[config.mk]
export PLATFORM = sky130hd
export DESIGN_NAME = elab_walk_gen
export DESIGN_NICKNAME = d
export VERILOG_FILES = /design/src/rtl/elab_pkg.sv /design/src/rtl/elab_onehot_dec.sv /design/src/rtl/elab_walk_gen.sv
export SDC_FILE = /design/constraint.sdc
export NUM_CORES = 1
export LEC_CHECK = 0
export CAP_MARGIN = 20
export CORE_MARGIN = 3
export CORE_UTILIZATION = 56
export DETAILED_ROUTE_END_ITERATION = 6
export GPL_TIMING_DRIVEN = 0
export PLACE_DENSITY = 0.83
export SYNTH_ARGS = -nofsm -noshare
export SYNTH_HDL_FRONTEND = slang
export SYNTH_SLANG_ARGS = --single-unit
[constraint.sdc]
create_clock -name clk -period 4.6 [get_ports clk]
set_clock_uncertainty 0.05 [all_clocks]
set_input_delay 0.92 -clock clk [delete_from_list [all_inputs] [get_ports clk]]
set_output_delay 0.92 -clock clk [all_outputs]
set_load 0.02 [all_outputs]
[src/rtl/elab_pkg.sv]
// Shared definitions for the elab walk generator and its downstream checker.
package elab_pkg;

  localparam int unsigned WIDTH_DEF = 4;
  localparam int unsigned REPS_W    = 8;

  typedef enum logic [1:0] {
    StIdle,
    StWalk,
    StGap,
    StDone
  } state_e;

endpackage

[src/rtl/elab_onehot_dec.sv]
// Registered decoder: walking index -> one-hot vect and thermometer w (bits above idx).
module elab_onehot_dec #(
  parameter int unsigned WIDTH = 4,
  parameter int unsigned IW    = 2
) (
  input  logic             clk,
  input  logic             rst_n,
  input  logic             en,
  input  logic             skip,
  input  logic [IW-1:0]    idx,
  output logic [WIDTH-1:0] vect,
  output logic [WIDTH-1:0] w
);

  logic [WIDTH-1:0] vect_d;
  logic [WIDTH-1:0] w_d;

  always_comb begin
    vect_d = '0;
    w_d    = '0;
    for (int i = 0; i < WIDTH; i++) begin
      vect_d[i] = en && !skip && (IW'(i) == idx);
      w_d[i]    = en && (IW'(i) > idx);
    end
  end

  always_ff @(posedge clk) begin
    if (!rst_n) begin
      vect <= '0;
      w    <= '0;
    end else begin
      vect <= vect_d;
      w    <= w_d;
    end
  end

endmodule

[src/rtl/elab_walk_gen.sv]
// Walking one-hot stimulus generator (trig/vect/w) with start/busy/done, repeats and abort.
// Optional ELAB_WALK_ERR_INJECT_EN adds err_inj to drop index WIDTH/2 on the first pass.
module elab_walk_gen
  import elab_pkg::*;
#(
  parameter int unsigned WIDTH = WIDTH_DEF,
  parameter int unsigned GAP   = 0
) (
  input  logic              clk,
  input  logic              rst_n,
  input  logic              start,
  input  logic [REPS_W-1:0] reps,
  input  logic              abort,
`ifdef ELAB_WALK_ERR_INJECT_EN
  input  logic              err_inj,
`endif
  output logic              busy,
  output logic              done,
  output logic              aborted,
  output logic              trig,
  output logic [WIDTH-1:0]  vect,
  output logic [WIDTH-1:0]  w
);

  localparam int unsigned IW = (WIDTH > 1) ? $clog2(WIDTH) : 1;
  localparam int unsigned GW = (GAP > 1) ? $clog2(GAP) : 1;
  localparam logic [IW-1:0] IdxMax  = IW'(WIDTH - 1);
  localparam logic [IW-1:0] IdxSkip = IW'(WIDTH / 2);
  localparam logic [GW-1:0] GapLast = GW'((GAP > 0) ? GAP - 1 : 0);

  if (WIDTH < 2) begin : g_width_chk
    $error("elab_walk_gen: WIDTH must be >= 2");
  end

  state_e            state_q, state_d;
  logic [IW-1:0]     idx_q, idx_d;
  logic [REPS_W-1:0] rem_q, rem_d;
  logic [GW-1:0]     gap_q, gap_d;
  logic              skip_q, skip_d;
  logic              busy_d, done_d, aborted_d, trig_d;
  logic              dec_en, dec_skip;

  always_ff @(posedge clk) begin
    if (!rst_n) begin
      state_q <= StIdle;
      idx_q   <= '0;
      rem_q   <= '0;
      gap_q   <= '0;
      skip_q  <= 1'b0;
      busy    <= 1'b0;
      done    <= 1'b0;
      aborted <= 1'b0;
      trig    <= 1'b0;
    end else begin
      state_q <= state_d;
      idx_q   <= idx_d;
      rem_q   <= rem_d;
      gap_q   <= gap_d;
      skip_q  <= skip_d;
      busy    <= busy_d;
      done    <= done_d;
      aborted <= aborted_d;
      trig    <= trig_d;
    end
  end

  // rem_q holds the passes still to run after the current one.
  always_comb begin
    state_d = state_q;
    idx_d   = idx_q;
    rem_d   = rem_q;
    gap_d   = gap_q;
    skip_d  = skip_q;
    unique case (state_q)
      StIdle: begin
        if (start && !abort) begin
          state_d = StWalk;
          idx_d   = IdxMax;
          rem_d   = (reps == '0) ? '0 : reps - REPS_W'(1);
`ifdef ELAB_WALK_ERR_INJECT_EN
          skip_d  = err_inj;
`else
          skip_d  = 1'b0;
`endif
        end
      end
      StWalk: begin
        if (abort) begin
          state_d = StIdle;
        end else if (idx_q == '0) begin
          skip_d = 1'b0;
          if (rem_q == '0) begin
            state_d = StDone;
          end else begin
            rem_d = rem_q - REPS_W'(1);
            if (GAP == 0) begin
              idx_d = IdxMax;
            end else begin
              state_d = StGap;
              gap_d   = GapLast;
            end
          end
        end else begin
          idx_d = idx_q - IW'(1);
        end
      end
      StGap: begin
        if (abort) begin
          state_d = StIdle;
        end else if (gap_q == '0) begin
          state_d = StWalk;
          idx_d   = IdxMax;
        end else begin
          gap_d = gap_q - GW'(1);
        end
      end
      StDone: state_d = StIdle;
      default: state_d = StIdle;
    endcase
  end

  // Outputs are registered from the next-state view so they line up with state_q.
  always_comb begin
    busy_d    = (state_d == StWalk) || (state_d == StGap);
    done_d    = (state_d == StDone);
    trig_d    = (state_d == StWalk) && (idx_d == IdxMax);
    aborted_d = abort && ((state_q == StWalk) || (state_q == StGap));
    dec_en    = (state_d == StWalk);
    dec_skip  = skip_d && (idx_d == IdxSkip);
  end

  elab_onehot_dec #(
    .WIDTH (WIDTH),
    .IW    (IW)
  ) u_dec (
    .clk   (clk),
    .rst_n (rst_n),
    .en    (dec_en),
    .skip  (dec_skip),
    .idx   (idx_d),
    .vect  (vect),
    .w     (w)
  );

endmodule
Yosys cells after proc, flatten, opt, wreduce, memory -nomap -nowiden
Cells that the tools add are included.

Register bits after elaboration: 26.

$lt $le $gt $ge: 4. Reductions and logical operators: 25. Bitwise gates (word level): 1. $add $sub $neg: 4. Equal/unequal tests: 15. Muxes and demuxes: 25.

Operators with widths (count): $mux 8 (5); $mux 2 (12); $logic_not 8->1 (2); $pmux 8 s2 (1); $sub 8x1->8 const B (2); $logic_and 1x1->1 (13); $eq 2x2->1 const B (6); $ne 2x2->1 const B (4); $pmux 2 s4 (1); $logic_not 2->1 (3); $pmux 2 s3 (1); $reduce_and 5->1 (1); $eq 2x1->1 const B (2); $eq 2x2->1 const A (2); $gt 1x2->1 const A (2); $gt 2x2->1 const A (2); $mux 1 (4); $eq 1x2->1 const A (1); $logic_not 1->1 (2); $logic_or 1x1->1 (2); $pmux 1 s2 (1); $reduce_and 2->1 (1); $reduce_bool 2->1 (1); $sub 2x1->2 const B (1); 2 further kinds (2).

Depth between registers and ports, before layout
Gate-level depths: netlist of the first run.

Depth after elaboration: 10. Mapped depth: 10. Depth with buffers taken out: 9.

Cells and area by module
A second synthesis of the first run with hierarchy kept.

Cells, all modules: 178. Area, all modules: 1491.4 µm².

Modules (own cells, without submodules): elab_walk_gen (times used 1, sequential area each 340.3 µm², area each 1273.7 µm², cells each 157); elab_onehot_dec (times used 1, sequential area each 140.1 µm², area each 217.7 µm², cells each 21).

Least setup slack after synthesis of the first run
OpenSTA, ideal clock, no wires.

Path type: input-to-reg. Start point: input port reps[0]. End point: register rem_q[6]. Required time: 4.416 ns. Data arrival time: 2.268 ns. Stages on the path: 6. Path slack: 2.148 ns. Path buffers: 0. Cell sequence: inv_1 ha_1 or3b_2 or3_1 a221oi_1 o31ai_1.

Longest elaborated chain between the ends: 4. Elaborated cells between the ends (all ways): 5. Those cells by class: add/sub: 1; mux: 3; reduce/logical: 1.

RTL lines: start, declared (line elab_walk_gen.sv:12) `input logic [REPS_W-1:0] reps,`; $sub 8x1->8 or $logic_not 8->1 (tied branches) (line elab_walk_gen.sv:79) `rem_d = (reps == '0) ? '0 : reps - REPS_W'(1);`; $mux 8 (*) (line elab_walk_gen.sv:79); $mux 8 (*) (line elab_walk_gen.sv:76) `if (start && !abort) begin`; $pmux 8 s2 (*) (line elab_walk_gen.sv:74) `unique case (state_q)`; end signal, assigned (line elab_walk_gen.sv:57) `rem_q <= rem_d;`; end, declared (line elab_walk_gen.sv:37) `logic [REPS_W-1:0] rem_q, rem_d;`.

Every way passes the cells marked *; elsewhere a longest branch is shown, timed or not. The select of a mux whose other input is x is not followed. A chain may end at the register's enable or synchronous reset.

Worst setup path after layout of the first run
Start point: input port reps[0]. End point: register rem_q[7].

The elaborated chain is that of the path after synthesis.

==> results of run 1 <==
-- area by class of cell --
class / count / area (um^2) / share of cell area
Buffer: 8 / 37.5 / 0.0215
Clock buffer: 3 / 22.5 / 0.0129
Clock inverter: 1 / 30.0 / 0.0172
Inverter: 14 / 52.6 / 0.0301
Multi-Input combinational cell: 121 / 870 / 0.497
Sequential cell: 24 / 480 / 0.275
Tap cell: 28 / 35.0 / 0.0200
Timing Repair Buffer: 22 / 220 / 0.126
-- synthesized netlist by cell type, drive strengths merged (5+ instances only) --
| cell type | instances |
|---|---|
| dfxtp | 24 |
| inv | 13 |
| nor2 | 13 |
| ha | 8 |
| a211oi | 6 |
| a21oi | 6 |
| nor3 | 6 |
| nor4 | 6 |
| o21ai | 6 |
| or3 | 6 |
| o31ai | 5 |
-- stage by stage --
stage	hold slack (ns)	cells
2_1_floorplan	0.361	167
5_1_grt	0.419	221
4_1_cts	0.401	221
3_3_place_gp	0.377	217
3_5_place_dp	0.382	217
6_report	0.396	221
-- layer usage --
metal / vias up / wire length, um / global-route usage
met3: 8 / 323 / 0.0437
met1: 657 / 1540 / 0.313
met5: - / 0 / 0
li1: 682 / - / -
met2: 65 / 1820 / 0.417
met4: 0 / 57 / 0.105
-- placed cells by master (no fill, tap or decap), types with 2 or more instances in the layout --
cell type	n
a2111oi_0	3
a211oi_1	5
a21o_1	2
a21oi_1	5
a221oi_1	3
a31oi_1	4
and2_1	4
and3_1	3
buf_2	3
clkbuf_1	4
clkbuf_4	3
clkdlybuf4s50_1	22
dfxtp_1	24
ha_1	8
inv_1	13
nand2_1	4
nand2b_1	2
nor2_1	13
nor3_1	6
nor3b_1	3
nor4_1	5
o21a_1	2
o21ai_0	6
o311ai_0	3
o31a_1	2
o31ai_1	4
or2_2	2
or3_1	6
or3b_1	2
or4_4	2
-- registers in the layout (all words and copies together), names as in the netlist --
register,count
done,1
aborted,1
state_q,2
busy,1
idx_q,2
u_dec.w,3
skip_q,1
rem_q,8
u_dec.vect,4
trig,1
-- worst register-to-register path, stage by stage (launching register included) --
cell and delay, ns:
dfxtp_1 0.38, inv_1 0.10, ha_1 0.19, buf_2 0.24, or3b_1 0.39, o41a_1 0.33, o31ai_2 0.26, ha_1 0.21
nand2_1 0.13, inv_1 0.12, and4b_1 0.19
-- report_power, final --
group	internal, mW	switching, mW	total [mW]
sequential	0.222	0.0133	0.235
combinational	0.0640	0.0925	0.157
clock	0.0881	0.0645	0.153
-- final timing paths --
kind	startpoint	end	slack (ns)	cells after the start
max	reps[0]	rem_q[7]	1.82	7
min	skip_q	skip_q	0.40	2
max reg2reg	state_q[1]	u_dec.vect[2]	1.98	10
min reg2reg	skip_q	skip_q	0.40	2
-- cells by family (layout without fill, tap and decap cells) --
family                     after synthesis  after routing
buffers and inverters                   22             48
and+or+nand+nor                         59             59
AOI/OAI and AO/OA                       52             52
DFF                                     24             24
adders and majority gates                8              8
other                                    1              1
xor gates and xnor gates                 1              1
==> results.json, run 1 <==
{
  "post_cts_resized": 0,
  "area_delta_synth_final_pct": 21.4,
  "layout.nets": 214,
  "slowest_delay_ns": 0.68,
  "path_delay_family": "simple AND/OR/NAND/NOR gates",
  "synthArstFlopShare": 0,
  "core_um2": 2320,
  "synth_warnings": 0,
  "place_hpwl_mm": 2.71,
  "drt-total-wl_mm": 3.75,
  "gp_congestion": 0.887,
  "cts-htree-levels": 1,
  "crit_path_end_kind": "register",
  "synth.area.top_cells": "dfxtp_1 (33%), ha_1 (7.0%), inv_1 (3.4%)",
  "diodes": 0,
  "relSlewSlack": 0.355,
  "worst_pin_slew_ns": 0.959,
  "vias": 1412,
  "final_cell_area_um2": 1750,
  "syn_inst": 167,
  "worstSetupPathType": "in2reg",
  "synth_top_family_by_area": "compound AO/OA/AOI/OAI gates",
  "worstPathRequired_ns": 4.77,
  "cp_max_fo": 7,
  "fp.dieW_um": 56.7,
  "cts_tree": "yes",
  "grt_pass1_vias": 1392,
  "cts_root_buf": "clkbuf_4",
  "max_cap_violations": 0,
  "grt_max_degree": 15,
  "grt_setup_unrepaired": "false",
  "yosys.area.top_type_share": 0.334,
  "io_pins": 24,
  "drive_gt1_frac": 0.0933,
  "cts-buffers-inserted": 3,
  "period_share": 0.604,
  "gr-usage-all-layers": 0.250,
  "drtIter0Drc": 98,
  "min_period_ns": 2.78,
  "grt_pass1_wl_mm": 6.42,
  "die_y_um": 56.7,
  "firstDrtPassIters": 4,
  "ys_ff_latch": 24,
  "leakage_nw": 0.664,
  "synth_top_area_cell": "dfxtp_1",
  "postCtsSetupBuffers": 0,
  "die_area_um2": 3220,
  "synth-compound-area-share": 0.275,
  "wl_per_cell_um": 17.0,
  "crit_chain": "clkdlybuf4s50_1 -> inv_1 -> ha_1 -> nor3b_1 -> or4_4 -> a211oi_2 -> o31a_1",
  "synthSimpleGateAreaFrac": 0.251,
  "netlist-cell-type-count": 52,
  "clk_latency_ns": 0.31,
  "synthXorXnorAreaFrac": 0.00608,
  "crit_arrival_ns": 2.95,
  "cts_sinks": 24,
  "yosysSeqAreaShare": 0.334,
  "ir_worst_vdd_v": 0.000305,
  "syn-num-nets": 187,
  "start_util": 0.621,
  "viasPerCell": 6.39,
  "status": "complete, no violations",
  "num_rows": 17,
  "syn_area_um2": 1440,
  "utilization": 0.754,
  "finalHoldViolCount": 0,
  "finalSetupViolCount": 0,
  "globalRoute.totalOverflow": 0,
  "final.setup.tns_ns": 0,
  "placed_area_um2": 1700,
  "hold_path.class": "reg2reg",
  "drv_slew": 0,
  "setup_slack_ns": 1.82,
  "final.fill_count": 181,
  "antenna_left": 0,
  "cts_buffer_depth": 2,
  "fmax_mhz": 360,
  "synth_enable_flop_cells": 0,
  "synth_mux_area_frac": 0,
  "start_kind": "input port",
  "path_buf_inv": 2,
  "antenna_found_initial": 0,
  "synthFlopType": "dfxtp_1",
  "power_mw": 0.544,
  "synth_fa_ha_area_frac": 0.0695,
  "path_clk_slew_ns": 0.13,
  "pwr_density_cell_nw_per_um2": 311,
  "place_ws_ns": 1.53,
  "portBuffers": 22,
  "cpMaxStageDelayCell": "nor3b_1",
  "cts_hold_buf": 0,
  "avgSynthCellArea_um2": 8.62,
  "drc": 0
}
Note: power is estimated with default switching activity, not from simulation.
==> run 2, diff against run 1 <==
- CORE_UTILIZATION: 56 -> 52
- PLACE_DENSITY: 0.83 -> 0.78
- clock period: 4.6 -> 2.9 ns (I/O delays scaled with it)
==> run 2 against run 1 <==
Compared with the run above: register-to-register slack got worse by 1.7 ns; clock power increased by 59%; critical path depth increased by 3; critical path type is now reg2reg; largest power group unchanged; sequential share of layout area about the same; die area increased by 6.9%; first-iteration DRC count decreased by 16%; flip-flop and latch count unchanged; combinational power increased by 55%; non-clock buffer count unchanged; via count decreased by 1.5%; total power increased by 58%.
==> results.json, run 2 (synthesis gave the netlist of run 1 again) <==
{
  "status": "complete, no violations",
  "mostFrequentLayoutCells": "dfxtp_1 (24), clkdlybuf4s50_1 (22), inv_1 (13), nor2_1 (13), ha_1 (8)",
  "p_switching_mw": 0.266,
  "ir_worst_vdd_v": 0.000355,
  "drv_slew": 0,
  "drc": 0,
  "grtUsageMet2": 0.332,
  "finalHoldViolCount": 0,
  "cts_tree": "yes",
  "area_delta_synth_final_pct": 21.5,
  "slowest_delay_ns": 0.43,
  "die_y_um": 58.6,
  "cts_buffer_depth": 2,
  "grt_pass1_wl_mm": 5.82,
  "fmax_mhz": 380,
  "layout.nets": 214,
  "vias": 1391,
  "swShare": 0.310,
  "largest_register": "rem_q",
  "gr-usage-all-layers": 0.221,
  "grt_max_degree": 15,
  "start_kind": "register",
  "drt-total-wl_mm": 3.42,
  "drive_gt1_frac": 0.0933,
  "crit_chain": "inv_1 -> ha_1 -> or3b_1 -> buf_2 -> o41a_1 -> o31ai_2 -> ha_1 -> nand2_1 -> inv_1 -> and4b_1",
  "grtUsageMet3": 0.0526,
  "fp.dieW_um": 58.6,
  "cts-buffers-inserted": 3,
  "place_hpwl_mm": 2.64,
  "regArea_um2": 480,
  "top_regs": "rem_q (8), u_dec.vect (4), u_dec.w (3)",
  "io_pins": 24,
  "path_clk_slew_ns": 0.13,
  "crit_start": "rem_q[0]",
  "relSlewSlack": 0.381,
  "worstPathRequired_ns": 3.12,
  "final.setup.tns_ns": 0,
  "period_share": 0.908,
  "drtIter0Drc": 82,
  "gp_congestion": 0.922,
  "internal_power_mw": 0.593,
  "busiest_layer": "met2",
  "min_period_ns": 2.63,
  "post_cts_resized": 0,
  "largest_reg_flops": 8,
  "cts_sinks": 24,
  "wl_per_cell_um": 15.3,
  "cts_hold_buf": 0,
  "firstDrtPassIters": 4,
  "start_util": 0.566,
  "cts-htree-levels": 1,
  "worstSetupPathType": "reg2reg",
  "max_cap_violations": 0,
  "leakage_nw": 0.664,
  "seqPwrFrac": 0.433,
  "cp_max_fo": 7,
  "antenna_left": 0,
  "finalSetupViolCount": 0,
  "use_met1": 0.291,
  "postCtsSetupBuffers": 0,
  "holdCritStartpoint": "skip_q",
  "hold_path.class": "reg2reg",
  "power_mw": 0.859,
  "power_frac_clock": 0.283,
  "final_common_cell": "dfxtp_1",
  "rr_startpoint": "rem_q[0]",
  "final.fill_count": 205,
  "grt_pass1_vias": 1305,
  "crit_path_end_kind": "register",
  "globalRoute.totalOverflow": 0,
  "grt_setup_unrepaired": "false",
  "pwr_density_cell_nw_per_um2": 491,
  "multiInputGateArea_um2": 870,
  "clk_latency_ns": 0.32,
  "portBuffers": 22,
  "num_rows": 18,
  "cpMaxStageDelayCell": "o41a_1",
  "cts_root_buf": "clkbuf_4",
  "power_frac_comb": 0.284,
  "antenna_found_initial": 0,
  "core_um2": 2540,
  "viasPerCell": 6.24,
  "worst_pin_slew_ns": 0.920,
  "diodes": 0,
  "die_area_um2": 3440,
  "crit_arrival_ns": 2.86
}
[run 2: cell counts in the layout (fill, tap and decap cells not counted)]
Identical to the previous run, type by type.
[run 2: worst paths after layout]
path	end	slack, ns	cells past startpoint
setup reg to reg	u_dec.vect[2]	0.27	10
hold reg to reg	skip_q	0.41	2
setup / recovery	u_dec.vect[2]	0.27	10
hold / removal	skip_q	0.41	2
[run 2: metrics by stage]
| step | worst slack (ns) | instances | instance area [um^2] | hold slack [ns] | util |
|---|---|---|---|---|---|
| after CTS | 0.276 | 223 | 1750 | 0.404 | 0.688 |
| after detailed placement | 0.145 | 219 | 1700 | 0.389 | 0.667 |
| after floorplan | 0.581 | 167 | 1440 | 0.361 | - |
| after global routing | 0.0892 | 223 | 1750 | 0.436 | 0.688 |
| after global placement | 0.196 | 219 | 1700 | 0.377 | 0.667 |
| final | 0.266 | 223 | 1750 | 0.405 | 0.688 |
[run 2: layout make-up]
class | instances | share of cell area
Tap cell | 30 | 0.0214
Clock inverter | 1 | 0.0172
Sequential cell | 24 | 0.274
Clock buffer | 3 | 0.0129
Buffer | 8 | 0.0214
Inverter | 14 | 0.0300
Timing Repair Buffer | 22 | 0.126
Multi-Input combinational cell | 121 | 0.497
[run 2: worst max-delay path, delay by kind of cell, from the launching register on]
family                     cells  cell delay, ns
AOI/OAI and AO/OA              2            0.69
adders and majority gates      2            0.42
buffers and inverters          3            0.38
DFF                            1            0.36
and+or+nand+nor                3            0.67
[run 2: power by group through the flow]
stage	Combinational [mW]	Sequential [mW]	Clock, mW
2_1_floorplan	0.154	0.385	0
3_3_place_gp	0.232	0.378	0
3_5_place_dp	0.241	0.380	0
4_1_cts	0.241	0.372	0.249
5_1_grt	0.267	0.376	0.265
6_report	0.244	0.372	0.243
[run 2: layer usage]
layer  vias up  wire length, um
li1        688                -
met4         0               87
met3         8              262
met5         -                0
met2        52             1580
met1       643             1500
